$ cat src/rtl/dual_pkg.sv
// Shared definitions for the dual-rail client port: rail pair type, FSM
// states, boolean macros and the 2-phase encode/decode helpers.
`ifndef DUAL_PKG_DEFS
`define DUAL_PKG_DEFS
`define SIZE 8
`define TRUE 1'b1
`define FALSE 1'b0
`endif

package dual_pkg;

   // One dual-rail bit: t rail toggles for a 1, f rail toggles for a 0.
   typedef struct packed {
      logic t;
      logic f;
   } Dual;

   typedef enum logic [1:0] {
      ST_IDLE  = 2'd0,
      ST_WAIT  = 2'd1,
      ST_RESP  = 2'd2,
      ST_DRAIN = 2'd3
   } state_t;

   // Encode one bit of a new token by toggling the rail selected by b.
   function automatic Dual dual_toggle(input Dual d, input logic b);
      Dual r;
      r = d;
      if (b) r.t = ~d.t;
      else   r.f = ~d.f;
      return r;
   endfunction

   // A bit is complete once either rail differs from the snapshot.
   function automatic logic dual_changed(input Dual cur, input Dual prev);
      return (cur.t != prev.t) || (cur.f != prev.f);
   endfunction

   // Decoded value of a completed bit: the t rail moved.
   function automatic logic dual_t_changed(input Dual cur, input Dual prev);
      return cur.t != prev.t;
   endfunction

   // Protocol violation: both rails of one bit moved in the same token.
   function automatic logic dual_both_changed(input Dual cur, input Dual prev);
      return (cur.t != prev.t) && (cur.f != prev.f);
   endfunction

endpackage

$ cat src/rtl/dual_sync.sv
// Two-flop synchronizer bringing the asynchronous dual-rail return channel
// into the clk domain. Synchronous active-low reset clears both stages.
module dual_sync
   import dual_pkg::*;
#(
   parameter int WIDTH = `SIZE
) (
   input  logic             clk,
   input  logic             reset_n,
   input  Dual [WIDTH-1:0]  d,
   output Dual [WIDTH-1:0]  q
);

   Dual [WIDTH-1:0] meta_q, meta_d;
   Dual [WIDTH-1:0] sync_q, sync_d;

   // Next-stage values: shift the channel one flop further each cycle.
   always_comb begin
      meta_d = d;
      sync_d = meta_q;
   end

   // Synchronizer register chain.
   always_ff @(posedge clk) begin
      if (!reset_n) begin
         meta_q <= '0;
         sync_q <= '0;
      end else begin
         meta_q <= meta_d;
         sync_q <= sync_d;
      end
   end

   assign q = sync_q;

endmodule

$ cat src/rtl/dual_client_port.sv
// Synchronous valid/ready client adapter onto one dual-rail bus user channel.
// Requests become 2-phase dual-rail tokens on user_input; completed tokens on
// user_output are decoded into a held synchronous response.
module dual_client_port
   import dual_pkg::*;
#(
   parameter int WIDTH   = `SIZE,
   parameter int TIMEOUT = 1024
) (
   input  logic             clk,
   input  logic             reset_n,
   input  logic             req_valid,
   output logic             req_ready,
   input  logic [WIDTH-1:0] req_data,
   output logic             resp_valid,
   input  logic             resp_ready,
   output logic [WIDTH-1:0] resp_data,
   output logic             resp_timeout,
   output logic             resp_error,
   output Dual [WIDTH-1:0]  user_input,
   input  Dual [WIDTH-1:0]  user_output
);

   localparam int               CNT_W    = $clog2(TIMEOUT + 1);
   localparam logic [CNT_W-1:0] CNT_LAST = CNT_W'(TIMEOUT - 1);

   Dual [WIDTH-1:0]  rx;
   Dual [WIDTH-1:0]  rx_last_q, rx_last_d;
   Dual [WIDTH-1:0]  prev_rx_q, prev_rx_d;
   Dual [WIDTH-1:0]  ui_q, ui_d;
   state_t           state_q, state_d;
   logic [CNT_W-1:0] cnt_q, cnt_d;
   logic             req_ready_q, req_ready_d;
   logic             resp_valid_q, resp_valid_d;
   logic [WIDTH-1:0] resp_data_q, resp_data_d;
   logic             resp_timeout_q, resp_timeout_d;
   logic             resp_error_q, resp_error_d;

   logic             all_changed;
   logic             complete;
   logic [WIDTH-1:0] dec_data;
   logic             dec_err;

   dual_sync #(.WIDTH(WIDTH)) u_sync (
      .clk     (clk),
      .reset_n (reset_n),
      .d       (user_output),
      .q       (rx)
   );

   // Completion detection and decode of the synchronized return token.
   always_comb begin
      all_changed = `TRUE;
      dec_data    = '0;
      dec_err     = `FALSE;
      rx_last_d   = rx;
      for (int i = 0; i < WIDTH; i++) begin
         if (!dual_changed(rx[i], prev_rx_q[i])) all_changed = `FALSE;
         dec_data[i] = dual_t_changed(rx[i], prev_rx_q[i]);
         if (dual_both_changed(rx[i], prev_rx_q[i])) dec_err = `TRUE;
      end
      // Stability against the previous cycle filters out rails still settling
      // through the synchronizer.
      complete = all_changed && (rx == rx_last_q);
   end

   // FSM next state, timeout counter and response datapath.
   always_comb begin
      state_d        = state_q;
      cnt_d          = cnt_q;
      prev_rx_d      = prev_rx_q;
      ui_d           = ui_q;
      resp_data_d    = resp_data_q;
      resp_timeout_d = resp_timeout_q;
      resp_error_d   = resp_error_q;
      case (state_q)
         ST_IDLE: begin
            if (req_valid && req_ready_q) begin
               for (int i = 0; i < WIDTH; i++) begin
                  ui_d[i] = dual_toggle(ui_q[i], req_data[i]);
               end
               cnt_d   = '0;
               state_d = ST_WAIT;
            end
         end
         ST_WAIT: begin
            // Completion takes priority over a coincident timeout.
            if (complete) begin
               resp_data_d    = dec_data;
               resp_error_d   = dec_err;
               resp_timeout_d = `FALSE;
               prev_rx_d      = rx;
               state_d        = ST_RESP;
            end else if (cnt_q >= CNT_LAST) begin
               resp_data_d    = '0;
               resp_error_d   = `FALSE;
               resp_timeout_d = `TRUE;
               state_d        = ST_RESP;
            end else begin
               cnt_d = cnt_q + CNT_W'(1);
            end
         end
         ST_RESP: begin
            if (resp_ready) begin
               resp_timeout_d = `FALSE;
               resp_error_d   = `FALSE;
               // A timed-out token is still owed by the bus; absorb it first.
               state_d = resp_timeout_q ? ST_DRAIN : ST_IDLE;
            end
         end
         ST_DRAIN: begin
            if (complete) begin
               prev_rx_d = rx;
               state_d   = ST_IDLE;
            end
         end
         default: state_d = ST_IDLE;
      endcase
      // Handshake outputs are registered from the next state so they carry no
      // combinational path from any input.
      req_ready_d  = (state_d == ST_IDLE);
      resp_valid_d = (state_d == ST_RESP);
   end

   // State and datapath registers; prev_rx tracks the channel during reset.
   always_ff @(posedge clk) begin
      if (!reset_n) begin
         state_q        <= ST_IDLE;
         cnt_q          <= '0;
         prev_rx_q      <= rx;
         rx_last_q      <= rx;
         ui_q           <= '0;
         req_ready_q    <= `FALSE;
         resp_valid_q   <= `FALSE;
         resp_data_q    <= '0;
         resp_timeout_q <= `FALSE;
         resp_error_q   <= `FALSE;
      end else begin
         state_q        <= state_d;
         cnt_q          <= cnt_d;
         prev_rx_q      <= prev_rx_d;
         rx_last_q      <= rx_last_d;
         ui_q           <= ui_d;
         req_ready_q    <= req_ready_d;
         resp_valid_q   <= resp_valid_d;
         resp_data_q    <= resp_data_d;
         resp_timeout_q <= resp_timeout_d;
         resp_error_q   <= resp_error_d;
      end
   end

   assign req_ready    = req_ready_q;
   assign resp_valid   = resp_valid_q;
   assign resp_data    = resp_data_q;
   assign resp_timeout = resp_timeout_q;
   assign resp_error   = resp_error_q;
   assign user_input   = ui_q;

endmodule

$ cat config.mk
export PLATFORM = sky130hd
export DESIGN_NAME = dual_client_port
export DESIGN_NICKNAME = d
export VERILOG_FILES = /design/src/rtl/dual_pkg.sv /design/src/rtl/dual_sync.sv /design/src/rtl/dual_client_port.sv
export SDC_FILE = /design/constraint.sdc
export NUM_CORES = 1
export LEC_CHECK = 0
export BUFFER_PORTS_ARGS = -buffer_cell sky130_fd_sc_hd__buf_2
export CORE_ASPECT_RATIO = 0.7
export CORE_MARGIN = 3
export CORE_UTILIZATION = 35
export DETAILED_ROUTE_END_ITERATION = 10
export GPL_ROUTABILITY_DRIVEN = 0
export SLEW_MARGIN = 10
export SYNTH_ARGS = -nofsm -noshare
export SYNTH_HDL_FRONTEND = slang
export SYNTH_SLANG_ARGS = --single-unit
$ cat constraint.sdc
create_clock -name clk -period 4.5 [get_ports clk]
set_input_delay 0.45 -clock clk [delete_from_list [all_inputs] [get_ports clk]]
set_output_delay 0.45 -clock clk [all_outputs]
set_load 0.02 [all_outputs]
==> key figures, run 1 <==
STA
  – Slew Viols, Final: 0
  – Worst slew margin: approximately 50%
  – Clk_skew: roughly 0.0085 ns
  – Final worst path period share: approximately half
  – RSZ-0062 raised after global routing: no
  – Final hold vios: 0
  – PnR worst setup slack: about 2.2 ns
  – Period minus WS final: about 2.3 ns
  – Worst Hold Slack: 0.300 ns
  – Tightest Pin Transition: approximately 0.75 ns
  – Final setup viols: 0
  – Max Clk Rate: roughly 0.44 GHz
  – Sum of negative setup slack: 0 ns

Final layout
  – Storage element area: 0.00226 mm²
  – Fin cells: 557
  – Syn-to-layout area delta: 18.7%
  – Share of layout cells above drive strength 1: approximately 21%
  – Area of the multi-input gates: 0.00153 mm²
  – Final #Nets: around 430
  – Post-layout util: 43.5%
  – Most common cell after layout, fill and taps aside: dfxtp_1
  – Number of fill cells: around 1,000
  – Commonest cells after routing, fill and taps aside: dfxtp_1, buf_2, and2_1
  – Antenna cells: 0

Detailed routing
  – Final wirelength: 7690 µm
  – DRT iter0 DRCs: ~140
  – Post-DRT Antenna Nets: 0
  – DR pass1 iterations: 6
  – DR vias: about 2,700
  – Wire length per cell: roughly 14 µm
  – Mean number of vias per cell: approximately 4.8
  – DRC: 0

CTS
  – # resized after CTS: 0
  – Reg clk slew, reported paths: around 0.08 ns
  – H-tree Lvls: 3
  – Clock root buffer: clkbuf_16
  – Num CTS Buffers: 9
  – Post-cts hold buffer count: 0
  – Clock sinks: approximately 110
  – CTS tree: yes
  – Latest clock arrival within the worst-skew pair: between 0.3 and 0.4 ns
  – Post-CTS Setup Inserts: 0
  – Bufs on Longest Clock Path: 2

Logic synthesis
  – Post-synthesis async set-or-reset flop share: 0%
  – Synthesized area per cell: 11.0 µm²
  – Synth Flop Type: dfxtp_1
  – Mapped Area: about 0.0039 mm²
  – Cell accounting for the most synthesized area: dfxtp_1
  – Syn nets: approximately 380
  – Leading post-synthesis cells by cell area: dfxtp_1, edfxtp_1, and2_1
  – EDFF count, synth: 16
  – Distinct cells, synth: 45
  – Post-synthesis sequential area ratio: 58.5%
  – Syn. warnings: 0
  – Cell count after synthesis: between 300 and 400
  – Yosys reg bits: around 110
  – Area share of the largest cell type after synthesis: between 40 and 50%

Floorplanning
  – Rows: 31
  – I/O Pins: 56
  – Die Wd: 132 µm
  – DIE AREA: 0.0124 mm²
  – Core ar.: 0.0106 mm²
  – Die H: about 94 µm
  – Starting density of the core: roughly 37%

Worst setup path
  – Worst setup EP type: flop
  – Worst-path fanout max: 16
  – Crit start category: flop
  – Critical Path AT: between 2 and 2.5 ns
  – Crit Path Class: reg -> reg
  – WP data required: roughly 4.5 ns

Pwr
  – Leak: between 1.5 and 2 nW
  – VDD IR max: between 0.2 and 0.25 mV
  – Power per cell area: 424 mW/mm²

Outcome
  – Status: finished, final reports clean

Global route
  – Vias in the first global route: 2,435
  – GRT Total Usage: approximately 13%
  – Residual overflow from global routing: 0
  – First-pass GRT wire length: ~12,000 µm
  – Largest net degree at the start of global routing: 46
  – Initial antenna violation count: 0

Job
  – Max-Cap Viols: 0

Placed design
  – Detailed Place HPWL: around 5600 µm
  – I/O Buffers: 55
  – Post-Place Cells: about 540
  – DP Worst Slack: roughly 1.8 ns

Min path
  – Worst Hold Class: in -> reg
==> registers in the layout (all words and copies together), names as in the netlist <==
register / count
prev_rx_q: 16
rx_last_q: 16
u_sync.meta_q: 16
u_sync.q: 16
user_input: 16
cnt_q: 11
resp_data: 8
state_q: 2
req_ready: 1
resp_error: 1
resp_timeout: 1
resp_valid: 1
==> logic make-up after synthesis <==
family                     Yosys count  synth area share [%]
muxes                                3                 0.777
buffers and inverters               18                  2.01
adders and majority gates            1                 0.324
AOI/OAI and AO/OA                   62                  11.8
DFF                                105                  58.5
and+or+nand+nor                    121                  17.2
xor gates and xnor gates            40                  9.45
==> worst paths after layout <==
| check | startpoint | end | slack [ns] | cells past startpoint |
|---|---|---|---|---|
| setup reg to reg | u_sync.q[10] | prev_rx_q[8] | 2.23 | 6 |
| hold / removal | user_output[0] | u_sync.meta_q[0] | 0.30 | 2 |
| setup / recovery | u_sync.q[10] | prev_rx_q[8] | 2.23 | 6 |
| hold reg to reg | u_sync.q[8] | rx_last_q[8] | 0.40 | 0 |
==> layer usage <==
| layer | track usage (%) | share of wire, % |
|---|---|---|
| met5 | 0 | 0 |
| met3 | 4.01 | 4.7 |
| met1 | 17.9 | 52 |
| met2 | 18.1 | 42 |
| met4 | 4.46 | 1.3 |
==> through the flow <==
stage | cell area [µm²] | total power (W)
after floorplan | 3870 | 0.00114
after global placement | 4280 | 0.00118
after detailed placement | 4280 | 0.00119
after CTS | 4590 | 0.00197
after global routing | 4590 | 0.00202
final | 4590 | 0.00194
==> power breakdown <==
part           internal, W  total, W  switching (W)
clock network     0.000398  0.000781       0.000384
logic            0.0000634  0.000151      0.0000878
registers         0.000989   0.00101      0.0000226
==> cells in the mapped netlist, types with 3 or more instances <==
cell type	n
dfxtp_1	89
and2_1	33
nand2_1	29
xnor2_1	20
nor2_1	18
xor2_1	18
a21oi_1	16
edfxtp_1	16
o21ai_0	11
clkbuf_1	10
or3_1	10
a22o_1	8
nand3_1	7
nand4_1	6
nor3_1	6
a32o_1	5
inv_1	4
mux2i_1	3
nor2b_1	3
o211ai_1	3
o22ai_1	3
==> final cells by class <==
class / count / area share (%)
clock buffers: 9 / 4.91
clock inverters: 7 / 1.83
inverters: 4 / 0.327
multi-input cells: 227 / 33.3
flip-flops and latches: 105 / 49.3
well taps: 148 / 4.04
repair buffers: 57 / 6.33
==> critical path, cell delays in order, from the launching register on <==
cell	delay [ns]
dfxtp_1	0.43
xor2_1	0.31
a2bb2o_4	0.27
nor4_4	0.32
nand2_1	0.19
o21ai_1	0.16
buf_4	0.27
Power figures use the tool's default switching activity.
==> inputs of run 2 (changes only) <==
clock period = 1.86 ns   (was 4.5 ns; I/O delays follow)
==> key figures, run 2 (same netlist as run 1, synthesis figures left out) <==
Pwr
  – Sequential power share: between 40% and 50%
  – Sw Share: 24.3%
  – Power per cell area: 929 mW/mm²
  – NetSw: around 0.0012 W
  – Logic pwr share: 10.7%
  – VDD IR max: 0.452 mV
  – Clock Power Share: about two fifths
  – Cell Int Power: 0.00372 W
  – Leak: 2.19 nW

STA
  – Tightest Pin Transition: about 0.67 ns
  – Period minus WS final: 1.96 ns
  – RSZ-0062 raised after global routing: yes
  – Worst Hold Slack: between 0.03 and 0.04 ns
  – Clk_skew: around 0.0075 ns
  – PnR worst setup slack: -0.0986 ns
  – Final setup viols: 33
  – Slew Viols, Final: 0
  – Final hold vios: 0
  – Worst slew margin: 55.0%
  – Max Clk Rate: 0.511 GHz
  – Final worst path period share: 105%

CTS
  – Bufs on Longest Clock Path: 2
  – Post-cts hold buffer count: 0
  – H-tree Lvls: 3
  – Clock sinks: roughly 110
  – CTS tree: yes
  – Latest clock arrival within the worst-skew pair: 0.35 ns
  – Reg clk slew, reported paths: 0.07 ns
  – Num CTS Buffers: 9
  – Clock root buffer: clkbuf_16

Floorplanning
  – DIE AREA: around 0.012 mm²
  – Core ar.: around 0.011 mm²
  – Starting density of the core: 36.6%
  – Die H: between 90 and 100 µm
  – Die Wd: roughly 130 µm
  – Rows: 31
  – I/O Pins: 56

Placed design
  – Placed Area: approximately 0.0046 mm²
  – Detailed Place HPWL: between 5000 and 6000 µm
  – I/O Buffers: 55

Worst setup path
  – Worst path slowest cell: edfxtp_1
  – WP data required: around 2.1 ns
  – Worst path cell trace: xor2_2, o22ai_2, nor4_4, buf_4, a21oi_4, buf_6, o211ai_1, a32o_1
  – CP peak stage delay: between 0.4 and 0.5 ns
  – Worst-path fanout max: 6
  – Worst path buffer plus inverter count: 2
  – Crit start category: flop
  – Worst setup EP type: flop
  – Crit Path Class: reg -> reg
  – Critical Path AT: 2.21 ns
  – FF-to-FF path depth: 8
  – Worst path top cell family by delay: compound AO/OA/AOI/OAI gates
  – Critical Path Stages: 8

Job
  – Max-Cap Viols: 0

Final layout
  – Area of the multi-input gates: 0.00179 mm²
  – Final instance area: around 0.0053 mm²
  – Most common cell after layout, fill and taps aside: dfxtp_1
  – Number of fill cells: a little under 1,000
  – Share of layout cells above drive strength 1: around two fifths
  – Storage element area: about 0.0023 mm²
  – Final #Nets: roughly 480
  – Syn-to-layout area delta: 37.1%
  – Antenna cells: 0
  – Commonest cells after routing, fill and taps aside: dfxtp_1, buf_2, buf_4

Detailed routing
  – Post-DRT Antenna Nets: 0
  – DRT iter0 DRCs: 190
  – Final wirelength: about 8600 µm
  – Mean number of vias per cell: around 4.7
  – Wire length per cell: between 10 and 15 µm
  – DR vias: roughly 2,800
  – DRC: 0
  – DR pass1 iterations: 5

Global route
  – Vias in the first global route: between 2,000 and 3,000
  – GRT Total Usage: about 14%
  – Initial antenna violation count: 0
  – Largest net degree at the start of global routing: between 40 and 50
  – First-pass GRT wire length: 13,600 µm
  – Residual overflow from global routing: 0

Outcome
  – Status: finished, violations left
  – Failing checks: negative setup slack

Min path
  – Worst Hold Class: in -> reg
  – Hold Path Stages: 2
==> run 2: stage by stage <==
stage / cells / total power, W / util [%] / setup WS, ns / setup TNS, ns
2_1_floorplan: 350 / 0.00275 / - / -0.188 / -3.13
3_3_place_gp: 575 / 0.00293 / 43.2 / -0.131 / -3.13
3_5_place_dp: 575 / 0.00294 / 43.2 / -0.218 / -6.65
4_1_cts: 601 / 0.00493 / 48.5 / -0.121 / -3.21
5_1_grt: 606 / 0.00511 / 50.2 / -0.189 / -4.45
6_report: 606 / 0.00492 / 50.2 / -0.0986 / -2.11
==> run 2: worst paths after layout <==
kind                           end  slack [ns]      startpoint
hold reg to reg       rx_last_q[4]        0.40     u_sync.q[4]
hold / removal    u_sync.meta_q[9]        0.04  user_output[9]
setup / recovery          cnt_q[4]        -0.1    prev_rx_q[1]
setup reg to reg          cnt_q[4]        -0.1    prev_rx_q[1]
==> run 2: routing by layer <==
layer	routed length (µm)	GRT usage, %	share of wire, %
met1	4230	19.5	49
met5	0	0	0
met3	446	4.34	5.2
met4	149	5.24	1.7
met2	3750	20.5	44
==> run 2: layout make-up <==
cell class,count,area share (%)
sequential,105,43.2
multi-input combinational,228,33.8
timing repair buffer,105,13.4
clock buffer,10,4.32
tap,148,3.49
clock inverter,6,1.42
inverter,4,0.283
==> run 2: timing repair <==
item | 4_1_cts | 5_1_grt
pin swaps | 20 | 22
cloned | 3 | 0
resized for setup | 32 | 32
setup endpoints to repair | 40 | 39
buffers inserted | 7 | 5
==> run 2: power groups by stage <==
stage	registers (W)	logic (W)	clock network, W
after floorplan	0.00251	0.000238	0
after global placement	0.00249	0.000439	0
after detailed placement	0.00250	0.000445	0
after CTS	0.00245	0.000494	0.00199
after global routing	0.00247	0.000571	0.00207
final	0.00246	0.000526	0.00194
==> inputs of run 3 (changes only) <==
CORE_ASPECT_RATIO = unset   (was 0.7)
==> key figures, run 3 (same netlist as run 1, synthesis figures left out) <==
Pwr
  – Power per cell area: between 800 and 900 mW/mm²
  – Total power: between 0.004 and 0.005 W
  – VDD IR max: roughly 0.51 mV
  – Leak: around 2.1 nW

Detailed routing
  – Wire length per cell: about 14 µm
  – Post-DRT Antenna Nets: 0
  – DR vias: 2,819
  – DR pass1 iterations: 4
  – DRC: 0
  – Mean number of vias per cell: approximately 4.7
  – DRT iter0 DRCs: 135
  – Final wirelength: 8160 µm

CTS
  – CTS tree: yes
  – Clock root buffer: clkbuf_8
  – H-tree Lvls: 3
  – Clock sinks: about 110
  – Bufs on Longest Clock Path: 2
  – Latest clock arrival within the worst-skew pair: about 0.37 ns
  – Reg clk slew, reported paths: 0.10 ns
  – Num CTS Buffers: 9

Outcome
  – Status: finished, violations left
  – Failing checks: negative setup slack

STA
  – RSZ-0062 raised after global routing: yes
  – Slew Viols, Final: 0
  – Clk_skew: 0.00841 ns
  – Final worst path period share: 107%
  – Tightest Pin Transition: roughly 0.71 ns
  – Period minus WS final: around 2.0 ns
  – Worst slew margin: ~53%
  – PnR worst setup slack: -0.125 ns
  – Max Clk Rate: ~0.5 GHz
  – Final setup viols: 37
  – Final hold vios: 0

Final layout
  – Commonest cells after routing, fill and taps aside: dfxtp_1, buf_2, buf_4
  – Post-layout util: 48.8%
  – Syn-to-layout area delta: 33.3%
  – Share of layout cells above drive strength 1: about 34%
  – Antenna cells: 0
  – Final #Nets: just under 500
  – Most common cell after layout, fill and taps aside: dfxtp_1

Floorplanning
  – Core ar.: approximately 0.011 mm²
  – I/O Pins: 56
  – Starting density of the core: ~37%
  – Rows: 37
  – Die Wd: about 110 µm
  – DIE AREA: roughly 0.012 mm²
  – Die H: roughly 110 µm

Global route
  – First-pass GRT wire length: about 13,000 µm
  – Initial antenna violation count: 0
  – Largest net degree at the start of global routing: between 40 and 50
  – Vias in the first global route: ~2,700
  – Residual overflow from global routing: 0
  – GRT Total Usage: between 10% and 20%

Worst setup path
  – Worst setup EP type: flop
  – Critical Path AT: around 2.3 ns
  – Flop2flop setup slack: -0.12 ns
  – Cell mode on critical path: buf_4
  – WP data required: about 2.1 ns
  – Crit start category: flop
  – Worst path slowest cell: edfxtp_1
  – Crit Path Class: reg -> reg
  – CP peak stage delay: between 0.4 and 0.5 ns
  – Worst path cell trace: xor2_2, o22ai_1, buf_4, nor4_4, buf_4, a21oi_4, buf_6, o211ai_1, a32o_1
  – Worst-path fanout max: 6

Placed design
  – Detailed Place HPWL: roughly 5600 µm
  – I/O Buffers: between 50 and 60

Min path
  – Worst Hold Class: in -> reg

Job
  – Max-Cap Viols: 0
-- run 3: cell count changes in the layout (fill, tap and decap cells not counted), moves of 2 or more --
cell           change
buf_4              -5
clkbuf_16          -8
clkbuf_8          +10
dfxtp_1            +5
dfxtp_2            -2
dfxtp_4            -3
dlygate4sd3_1     +14
xnor2_1           +10
xnor2_2           -10
-- run 3: per-stage QoR --
step | instance area, µm² | hold slack [ns] | worst slack, ns | instances | setup TNS, ns
detailed placement | 4540 | 0.394 | -0.179 | 562 | -5.43
floorplan | 3880 | 0.313 | -0.188 | 350 | -3.13
global route | 5150 | 0.0137 | -0.217 | 601 | -6.04
finish | 5150 | 0.0244 | -0.125 | 601 | -2.73
CTS | 5040 | 0.000400 | -0.102 | 597 | -2.89
global placement | 4540 | 0.392 | -0.126 | 562 | -3.43
-- run 3: final cells by class --
cell class | instances | area [µm²]
clock buffers | 11 | 141
clock inverters | 5 | 46.3
fillers | 958 | 5400
inverters | 4 | 15.0
multi-input cells | 227 | 1710
flip-flops and latches | 105 | 2280
well taps | 136 | 170
repair buffers | 113 | 791
-- run 3: routing by layer --
| metal | global-route usage (%) | vias up | part of all wire, % |
|---|---|---|---|
| met4 | 5.68 | 0 | 1.8 |
| li1 | - | 1425 | - |
| met5 | 0 | - | 0 |
| met1 | 16.3 | 1328 | 45 |
| met2 | 21.9 | 53 | 49 |
| met3 | 4.48 | 13 | 3.7 |
-- run 3: report_power, final --
| group | switching [W] | internal (W) | leakage [nW] | total [W] |
|---|---|---|---|---|
| Clock | 0.000787 | 0.000549 | 0.0979 | 0.00134 |
| Sequential | 0.0000602 | 0.00239 | 0.896 | 0.00245 |
| Combinational | 0.000247 | 0.000256 | 1.13 | 0.000504 |
-- run 3: path summary, 6_finish.rpt --
path	from	endpoint	depth (start not counted)
worst max-delay path	prev_rx_q[0]	cnt_q[4]	9
worst max register to register	prev_rx_q[0]	cnt_q[4]	9
worst min-delay path	user_output[9]	u_sync.meta_q[9]	2
worst min register to register	u_sync.q[3]	rx_last_q[3]	0
-- run 3: critical path, delay by kind of cell (launching register included) --
| kind | cells | cell delay, ns |
|---|---|---|
| compound gates | 4 | 0.73 |
| flops | 1 | 0.43 |
| buf+inv | 3 | 0.47 |
| simple gates | 1 | 0.04 |
| xor+xnor | 1 | 0.20 |
-- run 3: repair_timing --
| action | in CTS | in global routing |
|---|---|---|
| hold endpoints to repair | 14 | 0 |
| hold buffers | 14 | 0 |
| setup buffers | 3 | 4 |
| pin swaps | 17 | 14 |
| gates resized for setup | 26 | 21 |
| endpoints found under the setup margin | 40 | 40 |
| cloned | 2 | 0 |
